### src/rtl/dep_mult_rand_feeder.sv
// dep_mult_rand_feeder
//   Operand/randomness input stage for the DOM-dependent GF(2^2) multiplier
//   of the masked AES S-box. Registers the two-share operands x and y and
//   attaches fresh blinding shares (Az, Bz) and a remask pair (Z) drawn
//   from an internal seeded 32-bit Fibonacci LFSR (x^32+x^22+x^2+x+1) that
//   advances six bit-steps per clock, so each accepted operation sees six
//   LFSR bits never used by any other operation.
//
//   Optional build macro: DEP_FEEDER_RAND_OFF_EN
//     Adds input rand_off; when high at a transfer Az/Bz/Z are captured as
//     zero (functional debug only). The LFSR keeps advancing regardless.
//
//   Share hygiene: x0 never meets x1 (nor y0 meets y1) in any logic cone,
//   and every data output comes straight from its own flop.

module dep_mult_rand_feeder #(
   parameter int SEED_W        = 32,  // tap positions below assume 32
   parameter int WARMUP_CYCLES = 8,
   parameter int MULT_LATENCY  = 1
) (
   input  logic              clk,
   input  logic              rst,
   input  logic              seed_load,
   input  logic [SEED_W-1:0] seed,
`ifdef DEP_FEEDER_RAND_OFF_EN
   input  logic              rand_off,
`endif
   input  logic              in_valid,
   output logic              in_ready,
   input  logic [1:0]        x0,
   input  logic [1:0]        x1,
   input  logic [1:0]        y0,
   input  logic [1:0]        y1,
   output logic [1:0]        Ax,
   output logic [1:0]        Bx,
   output logic [1:0]        Ay,
   output logic [1:0]        By,
   output logic [1:0]        Az,
   output logic [1:0]        Bz,
   output logic [1:0]        Z,
   output logic              mult_valid,
   output logic              res_valid
);

   localparam int                CNT_W    = $clog2(WARMUP_CYCLES + 1);
   localparam logic [CNT_W-1:0]  CNT_LAST = CNT_W'(WARMUP_CYCLES - 1);

   typedef enum logic [1:0] {
      ST_UNSEEDED = 2'd0,
      ST_WARMUP   = 2'd1,
      ST_READY    = 2'd2
   } state_e;

   state_e               state_q, state_d;
   logic [CNT_W-1:0]     cnt_q, cnt_d;
   logic [SEED_W-1:0]    lfsr_q, lfsr_d;

   logic [1:0]           ax_q, bx_q, ay_q, by_q;
   logic [1:0]           az_q, bz_q, z_q;
   logic                 mult_valid_q;
   logic [MULT_LATENCY-1:0] res_pipe_q;

   logic                 xfer;
   logic                 rand_en;

   // Six unrolled Fibonacci steps; the new bit enters at bit 0.
   function automatic logic [SEED_W-1:0] lfsr_adv6(input logic [SEED_W-1:0] v);
      logic [SEED_W-1:0] s;
      // NOTE: blocking assignments inside functions/always_comb model
      // combinational chains; flops below use non-blocking only.
      s = v;
      for (int i = 0; i < 6; i++) begin
         s = {s[SEED_W-2:0], s[31] ^ s[21] ^ s[1] ^ s[0]};
      end
      return s;
   endfunction

`ifdef DEP_FEEDER_RAND_OFF_EN
   assign rand_en = ~rand_off;
`else
   assign rand_en = 1'b1;
`endif

   // A seed load always wins over a simultaneous operand.
   assign xfer = in_valid & in_ready & ~seed_load;

   // Next-state logic for the seeding FSM, warm-up counter and LFSR.
   always_comb begin
      // NOTE: every signal gets a default first so no path leaves it
      // unassigned, which would otherwise infer a latch.
      state_d  = state_q;
      cnt_d    = cnt_q;
      lfsr_d   = lfsr_q;
      in_ready = (state_q == ST_READY);

      case (state_q)
         ST_WARMUP: begin
            cnt_d  = cnt_q + CNT_W'(1);
            lfsr_d = lfsr_adv6(lfsr_q);
            if (cnt_q == CNT_LAST) begin
               state_d = ST_READY;
               cnt_d   = '0;
            end
         end
         ST_READY: begin
            lfsr_d = lfsr_adv6(lfsr_q);
         end
         default: begin
            // ST_UNSEEDED: LFSR held until a seed arrives.
         end
      endcase

      if (seed_load) begin
         // All-zero is the LFSR lock-up state, so substitute 1.
         lfsr_d  = (seed == '0) ? SEED_W'(1) : seed;
         cnt_d   = '0;
         state_d = ST_WARMUP;
      end
   end

   // Control state registers.
   always_ff @(posedge clk) begin
      if (rst) begin
         state_q <= ST_UNSEEDED;
         cnt_q   <= '0;
         lfsr_q  <= SEED_W'(1);
      end else begin
         state_q <= state_d;
         cnt_q   <= cnt_d;
         lfsr_q  <= lfsr_d;
      end
   end

   // Operand and randomness capture; values hold between transfers so
   // shares are not disturbed with extra toggles.
   always_ff @(posedge clk) begin
      if (rst) begin
         ax_q <= '0;
         bx_q <= '0;
         ay_q <= '0;
         by_q <= '0;
         az_q <= '0;
         bz_q <= '0;
         z_q  <= '0;
      end else if (xfer) begin
         ax_q <= x0;
         bx_q <= x1;
         ay_q <= y0;
         by_q <= y1;
         az_q <= lfsr_q[1:0] & {2{rand_en}};
         bz_q <= lfsr_q[3:2] & {2{rand_en}};
         z_q  <= lfsr_q[5:4] & {2{rand_en}};
      end
   end

   // Valid tracking aligned to the multiplier pipeline; a seed load
   // drops everything in flight.
   always_ff @(posedge clk) begin
      if (rst || seed_load) begin
         mult_valid_q <= 1'b0;
         res_pipe_q   <= '0;
      end else begin
         mult_valid_q  <= xfer;
         res_pipe_q[0] <= mult_valid_q;
         for (int i = 1; i < MULT_LATENCY; i++) begin
            res_pipe_q[i] <= res_pipe_q[i-1];
         end
      end
   end

   assign Ax         = ax_q;
   assign Bx         = bx_q;
   assign Ay         = ay_q;
   assign By         = by_q;
   assign Az         = az_q;
   assign Bz         = bz_q;
   assign Z          = z_q;
   assign mult_valid = mult_valid_q;
   assign res_valid  = res_pipe_q[MULT_LATENCY-1];

endmodule

### config.mk
export PLATFORM = sky130hd
export DESIGN_NAME = dep_mult_rand_feeder
export DESIGN_NICKNAME = d
export VERILOG_FILES = /design/src/rtl/dep_mult_rand_feeder.sv
export SDC_FILE = /design/constraint.sdc
export NUM_CORES = 1
export LEC_CHECK = 0
export CAP_MARGIN = 20
export CORE_MARGIN = 2
export CORE_UTILIZATION = 49
export CTS_CLUSTER_SIZE = 14
export DETAILED_ROUTE_END_ITERATION = 8
export GPL_TIMING_DRIVEN = 0
export MAX_ROUTING_LAYER = met4
export PLACE_DENSITY = 0.79
export SLEW_MARGIN = 20
export SYNTH_ARGS = -nofsm -noshare
export SYNTH_HDL_FRONTEND = slang
export SYNTH_SLANG_ARGS = --single-unit
### constraint.sdc
create_clock -name clk -period 2 [get_ports clk]
set_input_delay 0.2 -clock clk [delete_from_list [all_inputs] [get_ports clk]]
set_output_delay 0.2 -clock clk [all_outputs]
set_load 0.01 [all_outputs]
Yosys cells after proc, flatten, opt, wreduce, memory -nomap -nowiden. Index checks and enable logic that the tools add are counted.

Flip-flop bits (word level): 54. Output and inout port bits: 17.

Add/sub/neg operators: 1. Equality and inequality tests: 3. Multiplexer cells: 7. Bitwise operators: 21. Reduce and logical (&&, ||, !) cells: 9.

Operators by type and width (count): $mux 32 (3); $logic_not 32->1 (1); $xor 1x1->1 (18); $reduce_bool 2->1 (3); $add 4x1->4 const B (1); $eq 4x3->1 const B (1); $mux 4 (1); $reduce_and 2->1 (2); $reduce_or 2->1 (2); $mux 1 (3); $and 1x1->1 (2); $eq 2x1->1 const B (1); $eq 2x2->1 const B (1); $logic_or 1x1->1 (1); $not 1->1 (1).

Logic depth before layout (Yosys ltp). Gate-level depths: netlist (run 1).

Word-level depth: 10. Gate-level depth with buffers: 8. Depth with buffers taken out: 6.

Worst setup path after synthesis (run 1). OpenSTA, ideal clock, no wires.

Kind: reg2reg. Start: register state_q[0]. End: register lfsr_q[23]. Data arrival time: 1.447 ns. Setup slack: 0.426 ns. Stages on the path, launching flop included: 9. Path buffers: 2. Period minus slack after synthesis: 1.574 ns. Cell sequence: dfxtp_1 > inv_1 > ha_1 > buf_2 > buf_6 > mux2i_1 > nor2_1 > a21oi_1 > nor2_1.

Longest elaborated chain between the ends: 3. Elaborated cells on any way between the ends: 4. Those cells by class: eq/ne (2); reduce/logical (2).

Ends and longest elaborated chain: start, declared (line 54) `state_e state_q, state_d;`; start signal, assigned (line 128) `state_q <= state_d;`; $eq 2x2->1 / $eq 2x1->1 (equally long branches) (line 96) `case (state_q)`; $reduce_or 2->1 (no line) *; $reduce_bool 2->1 (no line) *; end signal, assigned (line 130) `lfsr_q <= lfsr_d;`; end, declared (line 56) `logic [SEED_W-1:0] lfsr_q, lfsr_d;`.

Mark *: on every way between the ends. The rest lies on a longest branch, timed or not. A chain may end at the register's enable or synchronous reset.

Final worst setup path (run 1).
Start: register state_q[0]. End: register lfsr_q[30].

The elaborated chain is that of the path after synthesis.

==> metrics.md, run 1 <==
| Metric | Value |
|---|---|
| Outcome | finished, final reports clean |
| Crit-path most repeated cell | nor2_1 |
| CP max stage cell | dfxtp_1 |
| Worst Hold Class | input pin to flop |
| First-pass GRT wire length | ~9700 microns |
| CTS H-Tree Depth | 2 |
| Post-DR vias/cell | 5.13 |
| Fraction of synthesized area in multiplexers | 0.109 |
| Power per cell area | 675 nW/um^2 |
| Layout Nets | 409 |
| Worst-path clk slew | 0.09 ns |
| Period utilization | 0.908 |
| Average size of a mapped cell | 8.37 sq um |
| CTS Buf Count | 5 |
| Global Route Usage Sum | 0.237 |
| Ant diodes | 0 |
| Finish-stage setup viols | 0 |
| Syn Nets | between 300 and 400 |
| Pins Over Slew Limit | 0 |
| Fraction of final layout cells sized beyond drive strength 1 | 0.0496 |
| RSZ-0062 raised after global routing | no |
| TritonCTS Sinks | 54 |
| Setup WS pre-CTS | approximately 0.21 ns |
| Final Hold Viols | 0 |
| Clock buffer depth | 2 |
| Die ar. | 5640 sq um |
| Slew HR | 0.642 |
| Initial antenna violation count | 0 |
| Dominant cells by area after synthesis | dfxtp_1 44%, mux2i_1 11%, a21oi_1 9.7% |
| Fin worst setup slack | 0.184 ns |
| Initial Util | 0.518 |
| Total number of vias | 2206 |
| GPL Wtd Cong | 0.833 |
| Synth top area share | 0.436 |
| Crit path max fanout | 10 |
| Largest family of logic cells by synthesized area | simple AND/OR/NAND/NOR gates |
| Fin Clk Skew | 0.00508 ns |
| Critical path required time | roughly 2.2 ns |
| Yosys cell types | 28 |
| Synthesis-stage register bit count | 54 |
| IR Drop Worst-Case VDD | about 0.43 mV |
| Post-CTS Setup Inserts | 0 |
| Period minus WS final | 1.82 ns |
| Adder-Cell Fraction of Synth Area | 0.0152 |
| Setup TNS | 0 ns |
| Root Buffer | clkbuf_8 |
| Post-cts resize count | 0 |
| First DRT Iteration DRCs | 115 |
| Rows | 25 |
| Slowest stage delay, CP | around 0.37 ns |
| Max-Cap Viols | 0 |
| Largest net degree at the start of global routing | 17 |
| Skew-Pair Late Insertion Delay | slightly above 0.3 ns |
| Chip Width | 75.1 microns |
| Final ANT Viol Nets | 0 |
| Remaining global-route overflow | 0 |
| Vias in the first global route | 2041 |
| Startpoint Class | flop |
| Lkg Pwr | ~1.3 nW |
| Cells along the critical path | inv_1 > ha_1 > buf_2 > buf_6 > mux2i_1 > nor2_1 > a21oi_1 > nor2_1 |
| Pre-antenna DRT Iters | 6 |
| Area share of and/or/nand/nor cells after synthesis | 0.182 |
| HPWL Detailed | 4640 microns |
| Largest area contributor in the netlist | dfxtp_1 |
| Critical path class | flop to flop |
| Area grow syn2layout | 30.7% |
| Worst setup EP type | flop |
| Total Wirelength | 6110 microns |
| Worst-Margin Slew | 0.537 ns |
| Hold-fix buffer count after cts | 0 |
| DR DRC count | 0 |
| Worst path arrival time | 2.00 ns |
| Core Area | between 4000 and 5000 sq um |
| PortBufs | 59 |
| Fmax achieved | 551 MHz |
| Top-level port count | 61 |
| Filler instances | 433 |
| Die H | 75.1 microns |
| CTS tree | built |
| Post-Syn Instances | 296 |
| Detail-routed net length per standard cell | 14.2 microns |
| Complex-gate fraction of the synthesized area | 0.126 |
| Mapped cell area | 2480 sq um |
| Synth Area in XOR/XNOR | 0.0823 |
| Warning count from the yosys run | 0 |
| Seq/Total Area, Yosys | 0.436 |
worst max-delay path: cells and delay by family, from the launching register on:
kind                     cells  cell delay (ns)
buffers and inverters        3             0.57
flip-flops                   1             0.37
adder cells (fa/ha/maj)      1             0.30
multiplexers                 1             0.21
AO/OA/AOI/OAI                1             0.13
AND/OR/NAND/NOR              2             0.11
metrics by stage:
step                      total power [mW]   util  hold slack, ns  area (sq um)  std cells
final                                 2.19  0.677           0.211          3240        430
after global routing                  2.28  0.677           0.214          3240        430
after CTS                             2.20  0.677           0.206          3240        430
after detailed placement              1.61  0.659           0.446          3150        422
after global placement                1.60  0.659           0.443          3150        422
after floorplan                       1.45      -           0.335          2480        296
cells in the final DEF (no fill, tap or decap), types with 2 or more instances in the layout:
master,n
a21oi_1,48
buf_2,2
buf_6,3
clkbuf_1,14
clkbuf_8,5
clkdlybuf4s50_1,59
dfxtp_1,54
ha_1,3
inv_1,4
mux2i_1,27
nand2_1,33
nand4_1,3
nor2_1,62
nor4_1,8
o211a_1,2
o21ai_1,5
xnor2_1,10
xnor2_2,3
xor2_1,5
flip-flops by register name (all words and copies together), names as in the netlist:
| signal | flops |
|---|---|
| Ay | 2 |
| lfsr_q | 32 |
| state_q | 2 |
| By | 2 |
| Bx | 2 |
| cnt_q | 4 |
| res_valid | 1 |
| Ax | 2 |
| Bz | 2 |
| Z | 2 |
| mult_valid | 1 |
| Az | 2 |
final timing paths:
kind / start / to / slack, ns / depth (start not counted)
max: state_q[0] / lfsr_q[30] / 0.18 / 8
min: seed_load / lfsr_q[0] / 0.21 / 2
max reg2reg: state_q[0] / lfsr_q[30] / 0.18 / 8
min reg2reg: Bx[1] / Bx[1] / 0.46 / 2
cell type report:
type / instances / area, sq um / area share
Sequential cell: 54 / 1080 / 0.334
Clock inverter: 2 / 13.8 / 0.00425
Clock buffer: 6 / 72.6 / 0.0224
Tap cell: 67 / 83.8 / 0.0259
Inverter: 5 / 21.3 / 0.00657
Timing Repair Buffer: 59 / 591 / 0.182
Multi-Input combinational cell: 218 / 1270 / 0.394
Buffer: 19 / 100 / 0.0309
layer usage:
layer  routed length, microns  GRT usage  vias up
met5                        0          -        -
met2                     3010      0.415       78
met1                     2660      0.273      995
met3                      371     0.0576        7
li1                         -          -     1126
met4                       75     0.0575        0
report_power, final:
part / internal [mW] / leakage [nW] / switching [mW]
registers: 1.12 / 0.442 / 0.0463
clock network: 0.248 / 0.0452 / 0.346
logic: 0.226 / 0.809 / 0.198
total: 1.60 / 1.30 / 0.590
synthesized netlist by cell type, drive strengths merged:
cell	n
a31oi	1
nor4	8
o311ai	1
ha	3
nand3	1
xnor2	13
and3	1
nand4	3
o211a	2
nor2	62
buf	6
and2	1
xor2	5
o21ai	6
nand4b	1
dfxtp	54
clkbuf	13
mux2i	27
a21oi	48
inv	5
nand2	33
o22ai	1
xnor3	1
cells by family (layout without fill, tap and decap cells):
logic type,count (synthesis),count (layout)
multiplexers,27,27
AND/OR/NAND/NOR,110,110
buffers and inverters,24,91
adder cells (fa/ha/maj),3,3
XOR/XNOR,19,19
AO/OA/AOI/OAI,59,59
flip-flops,54,54
(Power assumes the default switching activity.)
==> run 2: changes to the inputs <==
--- a/config.mk
+++ b/config.mk
@@ -13,7 +13,6 @@
 export GPL_TIMING_DRIVEN = 0
 export MAX_ROUTING_LAYER = met4
 export PLACE_DENSITY = 0.79
-export SLEW_MARGIN = 20
 export SYNTH_ARGS = -nofsm -noshare
 export SYNTH_HDL_FRONTEND = slang
 export SYNTH_SLANG_ARGS = --single-unit
==> results of run 2 <==
The final DEF is identical to that of run 1; final timing and power are the same.
